--- config.mk ---
export PLATFORM = sky130hd
export DESIGN_NAME = ctl_seq
export DESIGN_NICKNAME = d
export VERILOG_FILES = /design/src/rtl/ctl_seq.sv
export SDC_FILE = /design/constraint.sdc
export NUM_CORES = 1
export LEC_CHECK = 0
export CAP_MARGIN = 30
export CORE_UTILIZATION = 25
export DETAILED_ROUTE_END_ITERATION = 10
export PLACE_DENSITY = 0.59
export SLEW_MARGIN = 20
export SYNTH_ARGS = -nofsm -noshare
export SYNTH_HDL_FRONTEND = slang
export SYNTH_SLANG_ARGS = --single-unit
--- constraint.sdc ---
create_clock -name clk -period 5.75 [get_ports clk]
set_input_delay 1.4375 -clock clk [delete_from_list [all_inputs] [get_ports clk]]
set_output_delay 1.4375 -clock clk [all_outputs]
set_load 0.02 [all_outputs]
--- src/rtl/ctl_seq.sv ---
// rtl/ctl_seq.sv - multi-cycle control sequencer driving the register bank write port
//
// Ports:
//   clk, rst        clock and asynchronous active-high reset
//   op_valid/ready  op handshake; ctl_op, reg_sel, src_sel, imm sampled on accept
//   bus_in/valid    narrow data beats for CTL_BUS_LOAD, little-endian
//   regbank_rsel    bank read select; regbank_valin returns one cycle later
//   regbank_we/sel/valout  bank write port; we is a single-cycle pulse
//   busy            sequencer is not idle
//   err_illegal     one-cycle pulse after an unknown opcode is accepted
module ctl_seq #(
    parameter int DATA_W = 64,
    parameter int SEL_W  = 6,
    parameter int OP_W   = 8,
    parameter int BUS_W  = 8,
    parameter logic [OP_W-1:0] CTL_NOP      = 8'h00,
    parameter logic [OP_W-1:0] CTL_LOAD_IMM = 8'h01,
    parameter logic [OP_W-1:0] CTL_MOV      = 8'h02,
    parameter logic [OP_W-1:0] CTL_BUS_LOAD = 8'h03
) (
    input  logic              clk,
    input  logic              rst,
    input  logic              op_valid,
    output logic              op_ready,
    input  logic [OP_W-1:0]   ctl_op,
    input  logic [SEL_W-1:0]  reg_sel,
    input  logic [SEL_W-1:0]  src_sel,
    input  logic [DATA_W-1:0] imm,
    input  logic [BUS_W-1:0]  bus_in,
    input  logic              bus_valid,
    output logic [SEL_W-1:0]  regbank_rsel,
    input  logic [DATA_W-1:0] regbank_valin,
    output logic              regbank_we,
    output logic [SEL_W-1:0]  regbank_sel,
    output logic [DATA_W-1:0] regbank_valout,
    output logic              busy,
    output logic              err_illegal
);

    localparam int BEATS = DATA_W / BUS_W;
    localparam int CNT_W = (BEATS > 1) ? $clog2(BEATS) : 1;
    localparam logic [CNT_W-1:0] LAST_BEAT = CNT_W'(BEATS - 1);

    localparam logic [1:0] ST_IDLE    = 2'd0;
    localparam logic [1:0] ST_READ    = 2'd1;
    localparam logic [1:0] ST_COLLECT = 2'd2;
    localparam logic [1:0] ST_WRITE   = 2'd3;

    logic [1:0]               state;
    logic [SEL_W-1:0]         dst;
    logic [SEL_W-1:0]         rsel_q;
    logic [SEL_W-1:0]         sel_q;
    logic [DATA_W-1:0]        data;
    logic [DATA_W-1:0]        val_q;
    logic [CNT_W-1:0]         cnt;
    logic                     err_q;
    logic                     accept;
    logic                     mov_offer;
    logic [DATA_W+BUS_W-1:0]  shift_cat;

    assign op_ready  = (state == ST_IDLE);
    assign busy      = (state != ST_IDLE);
    assign accept    = op_valid && op_ready;
    assign mov_offer = accept && (ctl_op == CTL_MOV);

    // New beat enters at the top; after the last beat the first one sits in the low bits.
    assign shift_cat = {bus_in, data};

    // The bank read is synchronous, so the source select is passed through during
    // the accept cycle; the bank then returns the value in the READ cycle.
    assign regbank_rsel = mov_offer ? src_sel : rsel_q;

    // Write port shows the pending write during WRITE and holds the last write otherwise.
    assign regbank_we     = (state == ST_WRITE);
    assign regbank_sel    = (state == ST_WRITE) ? dst  : sel_q;
    assign regbank_valout = (state == ST_WRITE) ? data : val_q;
    assign err_illegal    = err_q;

    always_ff @(posedge clk or posedge rst) begin
        if (rst) begin
            state  <= ST_IDLE;
            dst    <= '0;
            rsel_q <= '0;
            sel_q  <= '0;
            data   <= '0;
            val_q  <= '0;
            cnt    <= '0;
            err_q  <= 1'b0;
        end else begin
            err_q <= 1'b0;
            case (state)
                ST_IDLE: begin
                    if (accept) begin
                        dst <= reg_sel;
                        case (ctl_op)
                            CTL_NOP: ;
                            CTL_LOAD_IMM: begin
                                data  <= imm;
                                state <= ST_WRITE;
                            end
                            CTL_MOV: begin
                                rsel_q <= src_sel;
                                state  <= ST_READ;
                            end
                            CTL_BUS_LOAD: begin
                                cnt   <= '0;
                                data  <= '0;
                                state <= ST_COLLECT;
                            end
                            default: err_q <= 1'b1;
                        endcase
                    end
                end
                ST_READ: begin
                    data  <= regbank_valin;
                    state <= ST_WRITE;
                end
                ST_COLLECT: begin
                    if (bus_valid) begin
                        data <= shift_cat[DATA_W+BUS_W-1:BUS_W];
                        cnt  <= cnt + CNT_W'(1);
                        if (cnt == LAST_BEAT) begin
                            state <= ST_WRITE;
                        end
                    end
                end
                ST_WRITE: begin
                    sel_q <= dst;
                    val_q <= data;
                    state <= ST_IDLE;
                end
                default: state <= ST_IDLE;
            endcase
        end
    end

endmodule

==> results of run 1 <==
[flip-flops by register name, summed over array words and instances, names as in the netlist]
register	flops
data	64
rsel_q	6
err_illegal	1
state	2
dst	6
sel_q	6
cnt	3
val_q	64
[synth_stat cells]
cell type and number:
ha_1 6, and3_1 1, nor3b_1 1, a41oi_2 1
buf_1 2, a221o_1 1, a31oi_1 3, dfrtp_1 152
a211o_1 1, clkbuf_1 35, a22o_1 130, nor2_1 3
buf_4 1, nand2_1 1, a211oi_1 1, nand4_1 1
or3_1 1, buf_6 1, mux2_2 155, buf_8 6
o22ai_1 1, inv_1 7, nor4_4 1, o211ai_1 1
a21oi_1 1
[cell type report]
cell class / instances / area [sq um] / share of cell area [%]
Clock buffer: 19 / 432.9 / 4.093
Sequential cell: 152 / 3804 / 35.96
Timing Repair Buffer: 251 / 2507 / 23.70
Inverter: 7 / 31.28 / 0.2957
Tap cell: 378 / 473.0 / 4.471
Clock inverter: 12 / 166.4 / 1.573
Multi-Input combinational cell: 310 / 3163 / 29.90
[kinds of logic after synthesis]
family	count (synthesis)	share of synthesized area [%]
compound gates	140	16.97
fa+ha+maj	6	1.046
mux	155	24.31
buf+inv	52	3.817
flops	152	52.98
simple gates	9	0.8715
[metal layers]
metal / vias up / wire length, um
met5: - / 0
met2: 161 / 11000
li1: 2425 / -
met1: 2684 / 10020
met3: 14 / 1338
met4: 0 / 257
[critical path, stage by stage]
cell,delay (ns)
clkdlybuf4s50_1,0.44
nor4_4,0.34
and3_1,0.25
nor3b_2,0.21
buf_4,0.21
mux2_2,0.35
clkdlybuf4s50_1,0.54
[worst paths after layout]
check	startpoint	to	slack (ns)
min reg2reg	val_q[22]$_DFF_PP0_	val_q[22]$_DFF_PP0_	0.50
max reg2reg	state[1]$_DFFE_PP0P_	data[28]$_DFFE_PP0P_	3.05
max	ctl_op[7]	regbank_rsel[5]	0.53
min in group asynchronous	rst	data[0]$_DFFE_PP0P_	1.50
min	val_q[22]$_DFF_PP0_	val_q[22]$_DFF_PP0_	0.50
max in group asynchronous	rst	data[36]$_DFFE_PP0P_	3.30
[power breakdown]
group,switching [W],internal (W)
Sequential,0.000256,0.00157
Combinational,0.00205,0.00207
Clock,0.000482,0.000689
[metrics by stage]
step | utilization [%] | cells | hold slack (ns) | setup slack, ns | cell area, sq um
2_1_floorplan | - | 514 | 0.4701 | 0.2194 | 7179
3_3_place_gp | 35.55 | 1097 | 0.4796 | 0.5476 | 9958
3_5_place_dp | 35.62 | 1098 | 0.4841 | 0.5443 | 9978
4_1_cts | 37.76 | 1129 | 0.4999 | 0.5336 | 10580
5_1_grt | 37.76 | 1129 | 0.5094 | 0.4099 | 10580
6_report | 37.76 | 1129 | 0.4953 | 0.5316 | 10580
==> flow_summary_export.csv, run 1 <==
group,metric,value,unit
min_path,hold_depth,1,
sta,finalSetupViolCount,0,
synthesis,synth.avg_cell_area,13.97,sq um
finish,layout_commonest_cell,"clkdlybuf4s50_1",
detailed_routing,routed_wl,22610,um
synthesis,synth_nets,680,
floorplan,floorplan.die_area,0.02940,sq mm
cts,cts.reportedPaths.clkPinSlew,0.06,ns
global_routing,antenna_found_initial,0,
cts,cts_tree,"built",
synthesis,seq_area_frac_synth,52.98,%
global_routing,grt_pass1_vias,5740,
global_routing,gr-total-overflow,0,
sta,hold_viol_final,0,
finish,n_antenna_cell,0,
critical_path,endpoint_kind,"output pin",
placed_design,port_buffers,239,
sta,skew,0.01331,ns
finish,layout_common_cells,"clkdlybuf4s50_1 (239), mux2_2 (155), dfrtp_1 (152), a22o_1 (130), clkbuf_16 (17)",
cts,cts_setup_buffers,0,
synthesis,netlist_instances,514,
global_routing,grt_max_degree,85,
global_routing,grt_use_met3,3.981,%
outcome,status,"completed",
sta,finalCritPeriodShare,90.75,%
synthesis,ys_ff_latch,152,
detailed_routing,via_count,5284,
global_routing,grtUsageTotal,15.64,%
cts,cts-buffers-inserted,17,
global_routing,global_route.usage.met2,26.37,%
detailed_routing,drc,0,
critical_path,worst_ep_arrival_time,3.78,ns
synthesis,yosys_warnings,0,
global_routing,met1_usage,19.69,%
synthesis,synth.area.top_cells,"dfrtp_1 (53%), mux2_2 (24%), a22o_1 (16%)",
sta,drv_slew,0,
critical_path,crit_type,"in2out",
sta,worstMarginPinSlew,0.9418,ns
sta,fmax,0.1916,GHz
detailed_routing,first_pass_iters,4,
sta,rsz0062_at_grt,"no",
critical_path,r2r_cells,4,
finish,area_growth,47.33,%
cts,holdBufCountCts,0,
min_path,min_path_type,"reg2reg",
synthesis,netlist_area,0.007179,sq mm
global_routing,grt_pass1_wl,34280,um
floorplan,initial_core_util,25.63,%
floorplan,core,0.02801,sq mm
flow_run,max_cap_violations,0,
floorplan,die_w,171.5,um
placed_design,place.gp.congestion,0.7389,
floorplan,rows,61,
pwr,worst_ir_drop_vdd,401.9,uV
synthesis,synth_area_leader_cell,"dfrtp_1",
pwr,p_leak,4.484,nW
sta,tns,0,ns
pwr,power,0.007117,W
cts,cts.sinks,152,
global_routing,grt.busiest_layer,"met2",
cts,htreeDepth,4,
detailed_routing,antenna_left,0,
pwr,p_per_area,672.8,mW/mm^2
synthesis,synth_cell_types,25,
floorplan,die_h,171.5,um
critical_path,path_max_fanout,9,
cts,clock_path_buffers,2,
critical_path,critPathLaunchType,"input port",
detailed_routing,initialDrtViolationCount,161,
detailed_routing,wl_per_cell,20.03,um
cts,cts.repair.resized,0,
detailed_routing,vias_per_cell,4.680,
sta,slew_headroom,37.21,%
synthesis,netlist.area_leader.share,52.98,%
floorplan,io_pins,240,
finish,num-nets-final,905,
critical_path,critPathRequiredTime,4.31,ns
sta,min_period,5.218,ns
cts,clk_latency,0.42,ns
finish,final_layout_size_suffix_gt1_share,27.30,%
placed_design,hpwl,15240,um
finish,fillers,2723,
cts,root_buffer,"clkbuf_16",
Note: power is estimated with default switching activity, not from simulation.
==> run 2, diff against run 1 <==
- CORE_UTILIZATION: 25 -> 37
- PLACE_DENSITY: 0.59 -> 0.78
==> run 2 against run 1 <==
  * Worst setup slack improved by 0.065 ns
  * Flip-flop and latch count did not move
  * Sequential share of layout area is 0.65 points higher
  * Via count is 1.3% higher
  * Die area down 32%
  * Critical endpoint unchanged
==> flow_summary_export.csv, run 2 (synthesis gave the netlist of run 1 again) <==
group,metric,value,unit
outcome,status,"completed",
critical_path,critPathRequiredTime,4.31,ns
min_path,min_path_type,"reg2reg",
detailed_routing,routed_wl,20200,um
finish,largestRegisters,"data (64), val_q (64)",
pwr,combinationalPowerShare,58.2,%
pwr,p_per_area,674.4,mW/mm^2
finish,final-seq-area,0.003804,sq mm
pwr,switchingPower,0.002688,W
min_path,hold_depth,1,
floorplan,core,0.01883,sq mm
sta,fmax,0.1941,GHz
pwr,p_int,0.004320,W
critical_path,path_max_fanout,12,
detailed_routing,first_pass_iters,4,
pwr,pwr-share-seq,25.9,%
detailed_routing,via_count,5355,
placed_design,place.gp.congestion,0.7586,
global_routing,antenna_found_initial,0,
cts,cts_setup_buffers,0,
critical_path,critical_path.startpoint,"ctl_op[7]",
cts,htreeDepth,4,
critical_path,worst-r2r-setup-slack,3.00,ns
floorplan,rows,50,
finish,layout_common_cells,"clkdlybuf4s50_1 (239), mux2_2 (155), dfrtp_1 (152), a22o_1 (130), clkbuf_16 (17)",
pwr,clock_power_share,15.9,%
cts,cts.reportedPaths.clkPinSlew,0.05,ns
critical_path,r2r_start,"state[0]$_DFFE_PP0P_",
finish,stdcell_area,0.01039,sq mm
sta,hold_viol_final,0,
pwr,switching_share,38.36,%
sta,skew,0.01329,ns
cts,cts.sinks,152,
floorplan,io_pins,240,
critical_path,endpoint_kind,"output pin",
global_routing,grt_pass1_wl,31400,um
cts,cts-buffers-inserted,17,
cts,clk_latency,0.43,ns
global_routing,grtUsageTotal,20.71,%
pwr,p_leak,4.478,nW
sta,tns,0,ns
pwr,worst_ir_drop_vdd,498.5,uV
global_routing,grt_max_degree,79,
sta,setup_ws,0.5967,ns
finish,n_antenna_cell,0,
critical_path,r2r_cells,7,
detailed_routing,drc,0,
floorplan,initial_core_util,38.13,%
flow_run,max_cap_violations,0,
floorplan,die_w,141.3,um
cts,holdBufCountCts,0,
floorplan,floorplan.die_area,0.01996,sq mm
detailed_routing,wl_per_cell,20.00,um
sta,finalCritPeriodShare,89.62,%
finish,area_growth,44.74,%
sta,slew_headroom,37.73,%
sta,rsz0062_at_grt,"no",
global_routing,gr-total-overflow,0,
placed_design,hpwl,13560,um
cts,clock_path_buffers,2,
placed_design,dpl_worst_slack,0.5867,ns
sta,finalSetupViolCount,0,
finish,fillers,1572,
critical_path,critPathLaunchType,"input port",
sta,worstMarginPinSlew,0.9340,ns
critical_path,crit_end,"regbank_rsel[5]",
cts,root_buffer,"clkbuf_16",
critical_path,worst_ep_arrival_time,3.72,ns
placed_design,port_buffers,239,
detailed_routing,vias_per_cell,5.302,
finish,layout_commonest_cell,"clkdlybuf4s50_1",
finish,multi_input_comb_area,0.003134,sq mm
global_routing,grt_pass1_vias,5522,
sta,fin_hold_ws,0.4950,ns
sta,drv_slew,0,
finish,num-nets-final,905,
placed_design,placed_area,0.009809,sq mm
critical_path,crit_type,"in2out",
sta,min_period,5.153,ns
floorplan,die_h,141.3,um
cts,cts_tree,"built",
detailed_routing,antenna_left,0,
finish,final_layout_size_suffix_gt1_share,27.07,%
cts,cts.repair.resized,0,
detailed_routing,initialDrtViolationCount,193,
critical_path,reg2reg_to,"data[10]$_DFFE_PP0P_",
==> run 2: final cells by class <==
class	count	area share [%]
clock inverters	7	0.9031
well taps	260	3.131
multi-input cells	310	30.16
inverters	7	0.3010
flip-flops and latches	152	36.60
clock buffers	23	4.696
repair buffers	251	24.20
==> run 2: critical path, stage by stage <==
cell,delay [ns]
clkdlybuf4s50_1,0.44
nor4_4,0.29
and3_1,0.23
nor3b_1,0.19
buf_4,0.23
mux2_2,0.35
clkdlybuf4s50_1,0.54
==> run 2: routing by layer <==
metal  GRT usage [%]  wire length (um)  vias to the layer above
met5               0                 0                        -
met4           7.094               396                        0
met3           5.434              1318                       27
met2           33.51              9712                      191
met1           26.89              8772                     2711
li1                -                 -                     2426
==> run 2: stage by stage <==
step | std cells | utilization, % | power, W
after global routing | 1010 | 55.18 | 0.007395
final | 1010 | 55.18 | 0.007007
after detailed placement | 980 | 52.09 | 0.005950
after CTS | 1010 | 55.18 | 0.007090
after global placement | 978 | 51.91 | 0.005841
after floorplan | 514 | - | 0.004517
==> run 2: how the worst min path moves through the flow <==
stage                              startpoint             endpoint  slack (ns)
after global routing      val_q[58]$_DFF_PP0_  val_q[58]$_DFF_PP0_        0.50
after floorplan            cnt[1]$_DFFE_PP0P_   cnt[1]$_DFFE_PP0P_        0.47
after detailed placement  val_q[38]$_DFF_PP0_  val_q[38]$_DFF_PP0_        0.48
final                     val_q[20]$_DFF_PP0_  val_q[20]$_DFF_PP0_        0.49
after CTS                  sel_q[2]$_DFF_PP0_   sel_q[2]$_DFF_PP0_        0.50
after global placement    val_q[46]$_DFF_PP0_  val_q[46]$_DFF_PP0_        0.48
==> run 2: power groups by stage <==
stage / registers (W) / logic (W) / clock network (W)
global placement: 0.00182 / 0.00403 / 0
finish: 0.00182 / 0.00408 / 0.00111
CTS: 0.00182 / 0.00413 / 0.00114
detailed placement: 0.00183 / 0.00412 / 0
floorplan: 0.00173 / 0.00279 / 0
global route: 0.00187 / 0.00435 / 0.00118
